--- config.mk ---
export PLATFORM = sky130hd
export DESIGN_NAME = pipe_mem_arbiter
export DESIGN_NICKNAME = d
export VERILOG_FILES = /design/src/rtl/pipe_mem_arbiter.sv
export SDC_FILE = /design/constraint.sdc
export NUM_CORES = 1
export LEC_CHECK = 0
export CAP_MARGIN = 25
export CELL_PAD_IN_SITES_DETAIL_PLACEMENT = 1
export CELL_PAD_IN_SITES_GLOBAL_PLACEMENT = 1
export CORE_UTILIZATION = 34
export CTS_CLUSTER_DIAMETER = 80
export DETAILED_ROUTE_END_ITERATION = 10
export GPL_ROUTABILITY_DRIVEN = 0
export HOLD_SLACK_MARGIN = 0.15
export PLACE_DENSITY = 0.87
export SETUP_SLACK_MARGIN = 0.3
export SYNTH_ARGS = -nofsm -noshare
export SYNTH_HDL_FRONTEND = slang
export SYNTH_SLANG_ARGS = --single-unit
--- constraint.sdc ---
create_clock -name clk -period 3.85 [get_ports clk]
set_input_delay 0.5775 -clock clk [delete_from_list [all_inputs] [get_ports clk]]
set_output_delay 0.5775 -clock clk [all_outputs]
set_load 0.1 [all_outputs]
--- src/rtl/pipe_mem_arbiter.sv ---
// -----------------------------------------------------------------------------
// pipe_mem_arbiter
//
// Shares one single-ported, variable-latency memory between the IF stage
// (instruction fetch) and the MEM stage (load/store). Data accesses take
// priority over fetches. The memory side uses a req/ack handshake. A global
// pipeline stall (pstall) holds the PC and every pipeline register until
// both stages have completed their access for the current pipeline cycle.
//
// Ports
//   clk        rising-edge clock
//   clrn       asynchronous active-low reset
//   if_req     IF stage wants a fetch this pipeline cycle
//   if_addr    fetch address (PC)
//   if_rdata   fetched instruction (registered, held until next fetch)
//   m_rd       MEM stage load
//   m_wr       MEM stage store (wins over m_rd when both are set)
//   m_addr     data address
//   m_wdata    store data
//   m_rdata    load data (registered, held until next load)
//   if_stall   fetch not yet complete
//   m_stall    data access not yet complete
//   pstall     global hold = if_stall | m_stall
//   mem_req    memory request (registered)
//   mem_we     memory write enable (registered)
//   mem_addr   memory address (registered)
//   mem_wdata  memory write data (registered)
//   mem_ack    memory completion, only meaningful while mem_req=1
//   mem_rdata  memory read data, valid with mem_ack
//
// state | meaning
// ------+-------------------------------------------------------------
// IDLE  | no access outstanding, mem_req low
// DATA  | load/store outstanding, waiting for mem_ack
// INST  | instruction fetch outstanding, waiting for mem_ack
// -----------------------------------------------------------------------------
module pipe_mem_arbiter (
    input  logic        clk,
    input  logic        clrn,
    input  logic        if_req,
    input  logic [31:0] if_addr,
    output logic [31:0] if_rdata,
    input  logic        m_rd,
    input  logic        m_wr,
    input  logic [31:0] m_addr,
    input  logic [31:0] m_wdata,
    output logic [31:0] m_rdata,
    output logic        if_stall,
    output logic        m_stall,
    output logic        pstall,
    output logic        mem_req,
    output logic        mem_we,
    output logic [31:0] mem_addr,
    output logic [31:0] mem_wdata,
    input  logic        mem_ack,
    input  logic [31:0] mem_rdata
);

    typedef enum logic [1:0] {
        IDLE = 2'd0,
        DATA = 2'd1,
        INST = 2'd2
    } state_t;

    state_t      state;
    state_t      state_nxt;

    // Completion flags: this pipeline cycle's access already finished.
    logic        m_done;
    logic        if_done;

    logic        m_need;
    logic        if_need;

    logic        req_nxt;
    logic        we_nxt;
    logic [31:0] addr_nxt;
    logic [31:0] wdata_nxt;

    logic        set_m_done;
    logic        set_if_done;
    logic        ld_m_rdata;
    logic        ld_if_rdata;

    // Stalls are purely combinational so they are valid even during reset.
    assign m_stall  = (m_rd | m_wr) & ~m_done;
    assign if_stall = if_req & ~if_done;
    assign pstall   = m_stall | if_stall;

    assign m_need   = m_stall;
    assign if_need  = if_stall;

    // -------------------------------------------------------------------------
    // Next-state and registered memory-port values
    // -------------------------------------------------------------------------
    always_comb begin
        state_nxt   = state;
        req_nxt     = mem_req;
        we_nxt      = mem_we;
        addr_nxt    = mem_addr;
        wdata_nxt   = mem_wdata;
        set_m_done  = 1'b0;
        set_if_done = 1'b0;
        ld_m_rdata  = 1'b0;
        ld_if_rdata = 1'b0;

        case (state)
            IDLE: begin
                // mem_ack is ignored here: nothing is outstanding.
                if (m_need) begin
                    state_nxt = DATA;
                    req_nxt   = 1'b1;
                    we_nxt    = m_wr;
                    addr_nxt  = m_addr;
                    wdata_nxt = m_wdata;
                end else if (if_need) begin
                    state_nxt = INST;
                    req_nxt   = 1'b1;
                    we_nxt    = 1'b0;
                    addr_nxt  = if_addr;
                end else begin
                    req_nxt   = 1'b0;
                    we_nxt    = 1'b0;
                end
            end

            DATA: begin
                if (mem_ack) begin
                    set_m_done = 1'b1;
                    // A combined rd+wr was issued as a write; do not load.
                    ld_m_rdata = m_rd & ~m_wr;
                    if (if_need) begin
                        // Back-to-back: mem_req stays high for the fetch.
                        state_nxt = INST;
                        req_nxt   = 1'b1;
                        we_nxt    = 1'b0;
                        addr_nxt  = if_addr;
                    end else begin
                        state_nxt = IDLE;
                        req_nxt   = 1'b0;
                        we_nxt    = 1'b0;
                    end
                end
            end

            INST: begin
                if (mem_ack) begin
                    set_if_done = 1'b1;
                    ld_if_rdata = 1'b1;
                    if (m_need) begin
                        state_nxt = DATA;
                        req_nxt   = 1'b1;
                        we_nxt    = m_wr;
                        addr_nxt  = m_addr;
                        wdata_nxt = m_wdata;
                    end else begin
                        state_nxt = IDLE;
                        req_nxt   = 1'b0;
                        we_nxt    = 1'b0;
                    end
                end
            end

            default: begin
                state_nxt = IDLE;
                req_nxt   = 1'b0;
                we_nxt    = 1'b0;
            end
        endcase
    end

    // -------------------------------------------------------------------------
    // State and memory-port registers
    // -------------------------------------------------------------------------
    always_ff @(posedge clk or negedge clrn) begin
        if (!clrn) begin
            state     <= IDLE;
            mem_req   <= 1'b0;
            mem_we    <= 1'b0;
            mem_addr  <= 32'd0;
            mem_wdata <= 32'd0;
        end else begin
            state     <= state_nxt;
            mem_req   <= req_nxt;
            mem_we    <= we_nxt;
            mem_addr  <= addr_nxt;
            mem_wdata <= wdata_nxt;
        end
    end

    // -------------------------------------------------------------------------
    // Completion flags. When pstall is low the pipeline advances this edge
    // and both flags clear; otherwise a finished access keeps its flag so it
    // is not re-issued while the other stage is still waiting.
    // -------------------------------------------------------------------------
    always_ff @(posedge clk or negedge clrn) begin
        if (!clrn) begin
            m_done  <= 1'b0;
            if_done <= 1'b0;
        end else if (!pstall) begin
            m_done  <= 1'b0;
            if_done <= 1'b0;
        end else begin
            if (set_m_done)
                m_done <= 1'b1;
            if (set_if_done)
                if_done <= 1'b1;
        end
    end

    // -------------------------------------------------------------------------
    // Read-data registers, held until the next completion of their kind
    // -------------------------------------------------------------------------
    always_ff @(posedge clk or negedge clrn) begin
        if (!clrn) begin
            m_rdata  <= 32'd0;
            if_rdata <= 32'd0;
        end else begin
            if (ld_m_rdata)
                m_rdata <= mem_rdata;
            if (ld_if_rdata)
                if_rdata <= mem_rdata;
        end
    end

endmodule
==> results.json <==
{
  "yosysMostFrequentCell": "dfrtp_1",
  "ys_top_cells_by_count": "134 x dfrtp_1, 94 x mux2_2, 20 x a22oi_2",
  "grt_pass1_vias": 4792,
  "floorplan.die.height_microns": 130,
  "synth-edff-count": 0,
  "avgViaCountPerCell": 4.92,
  "area_growth_pct": 61.5,
  "post-route-period-util_pct": 71.5,
  "dp_hpwl_mm": 13.0,
  "root_buffer": "clkbuf_16",
  "slew_violations": 0,
  "slew_headroom_pct": 31.2,
  "tightestPinTransition_ns": 1.03,
  "startpoint_type": "input pin",
  "synth_warnings": 0,
  "gr-usage-all-layers_pct": 20.9,
  "worstSetupPathType": "in -> out",
  "first_pass_iters": 4,
  "syn_nets": 502,
  "syn_inst": 364,
  "cp_max_fo": 7,
  "die_w_microns": 130,
  "critical_path_required_ns": 3.27,
  "drtIter0Drc": 132,
  "final_layout_size_suffix_gt1_share_pct": 27.9,
  "drc_errors": 0,
  "synth.mux.area_fraction_pct": 19.3,
  "wl_per_cell_microns": 20.5,
  "cap_viol_max_count": 0,
  "hold_buffers": 0,
  "die_area_sq_um": 17000,
  "rsz0062_at_grt": "false",
  "min_period_ns": 2.75,
  "grt_max_degree": 74,
  "synth_top_family_by_area": "multiplexers",
  "insertion_delay_ns": 0.41,
  "cp-end-kind": "output pin",
  "pin_count": 267,
  "antenna_found_initial": 1,
  "rows": 46,
  "max_freq_ghz": 0.363,
  "start_util_pct": 35.0,
  "finalSetupTns_ns": 0,
  "seq_area_frac_synth_pct": 59.8,
  "synth.ff_latch_count": 134,
  "grt_pass1_wl_mm": 26.3,
  "path_clk_slew_ns": 0.06,
  "fin_skew_ns": 0.00814,
  "core_area_sq_um": 16000,
  "vias": 4239,
  "synth_compound_gate_area_share_pct": 15.6,
  "hold_class": "in -> async",
  "overflow": 0,
  "hold_viol_final": 0,
  "status": "finished clean",
  "synth_top_area_share_pct": 59.8,
  "synth_area_sq_um": 5600,
  "setup_viol": 0,
  "synth_area_leaders": "dfrtp_1 60%, mux2_2 19%, o2bb2ai_2 5.1%",
  "cts_tree": "yes",
  "ctsResizeCount": 0,
  "syn_area_per_cell_sq_um": 15.4,
  "fin_nets": 772,
  "wl_mm": 17.6,
  "h-tree-depth": 4,
  "io_buffers": 266,
  "worstPathArrival_ns": 2.18,
  "ys_types": 32,
  "synth_xor_area_share_pct": 0,
  "async_reset_ff_share_pct": 100,
  "synthAdderAreaFrac_pct": 0.893,
  "synth_top_area_cell": "dfrtp_1",
  "cts.sinks": 134,
  "synthSimpleGateAreaFrac_pct": 1.70,
  "post-cts-setup-buffers": 0,
  "ys.flop_type": "dfrtp_1",
  "cts_buffers": 17,
  "clock_path_buffers": 2,
  "ant_nets": 0
}
through the flow:
stage	instances	worst slack, ns	cell area [sq um]	hold WS (ns)	util (%)
finish	862	1.10	9050	0.176	56.6
global route	862	1.03	9050	0.227	56.6
CTS	860	1.10	9030	0.201	56.4
detailed placement	830	1.10	8490	0.476	53.0
global placement	830	1.25	8490	0.473	53.0
floorplan	364	1.09	5600	0.282	-
cell type report:
type,instances,area [sq um]
Antenna cell,1,2.50
Inverter,6,22.5
Tap cell,216,270
Fill cell,1614,6950
Clock buffer,22,464
Timing Repair Buffer,274,2740
Clock inverter,8,77.6
Multi-Input combinational cell,201,2120
Sequential cell,134,3350
state kept, by name, summed over array words and instances, names as in the netlist:
name,flops
if_done,1
state,2
mem_req,1
mem_wdata,32
m_rdata,32
mem_we,1
m_done,1
mem_addr,32
if_rdata,32
metal layers:
layer | GRT usage, % | wire length (microns)
met4 | 9.60 | 456
met1 | 21.1 | 6320
met2 | 37.6 | 9090
met5 | 0 | 0
met3 | 8.43 | 1780
layout by cell type, fill, tap and decap left out, drive strengths merged, types with 2 or more instances in the layout:
cell and n:
dfrtp 134, ha 4, inv 6, nand2b 2, a22oi 32, a21oi 7, nor2 6, clkinv 5
mux2 96, buf 12, clkbuf 22, o21ai 4, clkinvlp 2, o2bb2ai 32, clkdlybuf4s50 262, nand2 7
logic make-up (layout without fill, tap and decap cells):
| group | count (synthesis) | after routing |
|---|---|---|
| multiplexers | 96 | 96 |
| other | 0 | 1 |
| flip-flops | 134 | 134 |
| buffers and inverters | 29 | 310 |
| AND/OR/NAND/NOR | 20 | 20 |
| adder cells (fa/ha/maj) | 4 | 4 |
| AO/OA/AOI/OAI | 81 | 81 |
worst paths after layout:
| kind | startpoint | endpoint | slack (ns) | cells after the start |
|---|---|---|---|---|
| max | m_wr | pstall | 1.10 | 6 |
| max reg2reg | state[0] | mem_addr[12] | 1.47 | 7 |
| max in group asynchronous | clrn | mem_wdata[0] | 2.84 | 2 |
| min reg2reg | mem_addr[16] | mem_addr[16] | 0.48 | 1 |
| min | clrn | mem_wdata[7] | 0.18 | 1 |
| min in group clk | mem_addr[16] | mem_addr[16] | 0.48 | 1 |
worst max-delay path, cell delays in order:
cell and delay [ns]:
clkdlybuf4s50_1 0.50, o21bai_4 0.33, inv_2 0.13, nor2_1 0.28, inv_1 0.11, buf_4 0.25
Power is not shown: default switching activity piles up to over one toggle a cycle in this logic, so the estimate is an artifact.
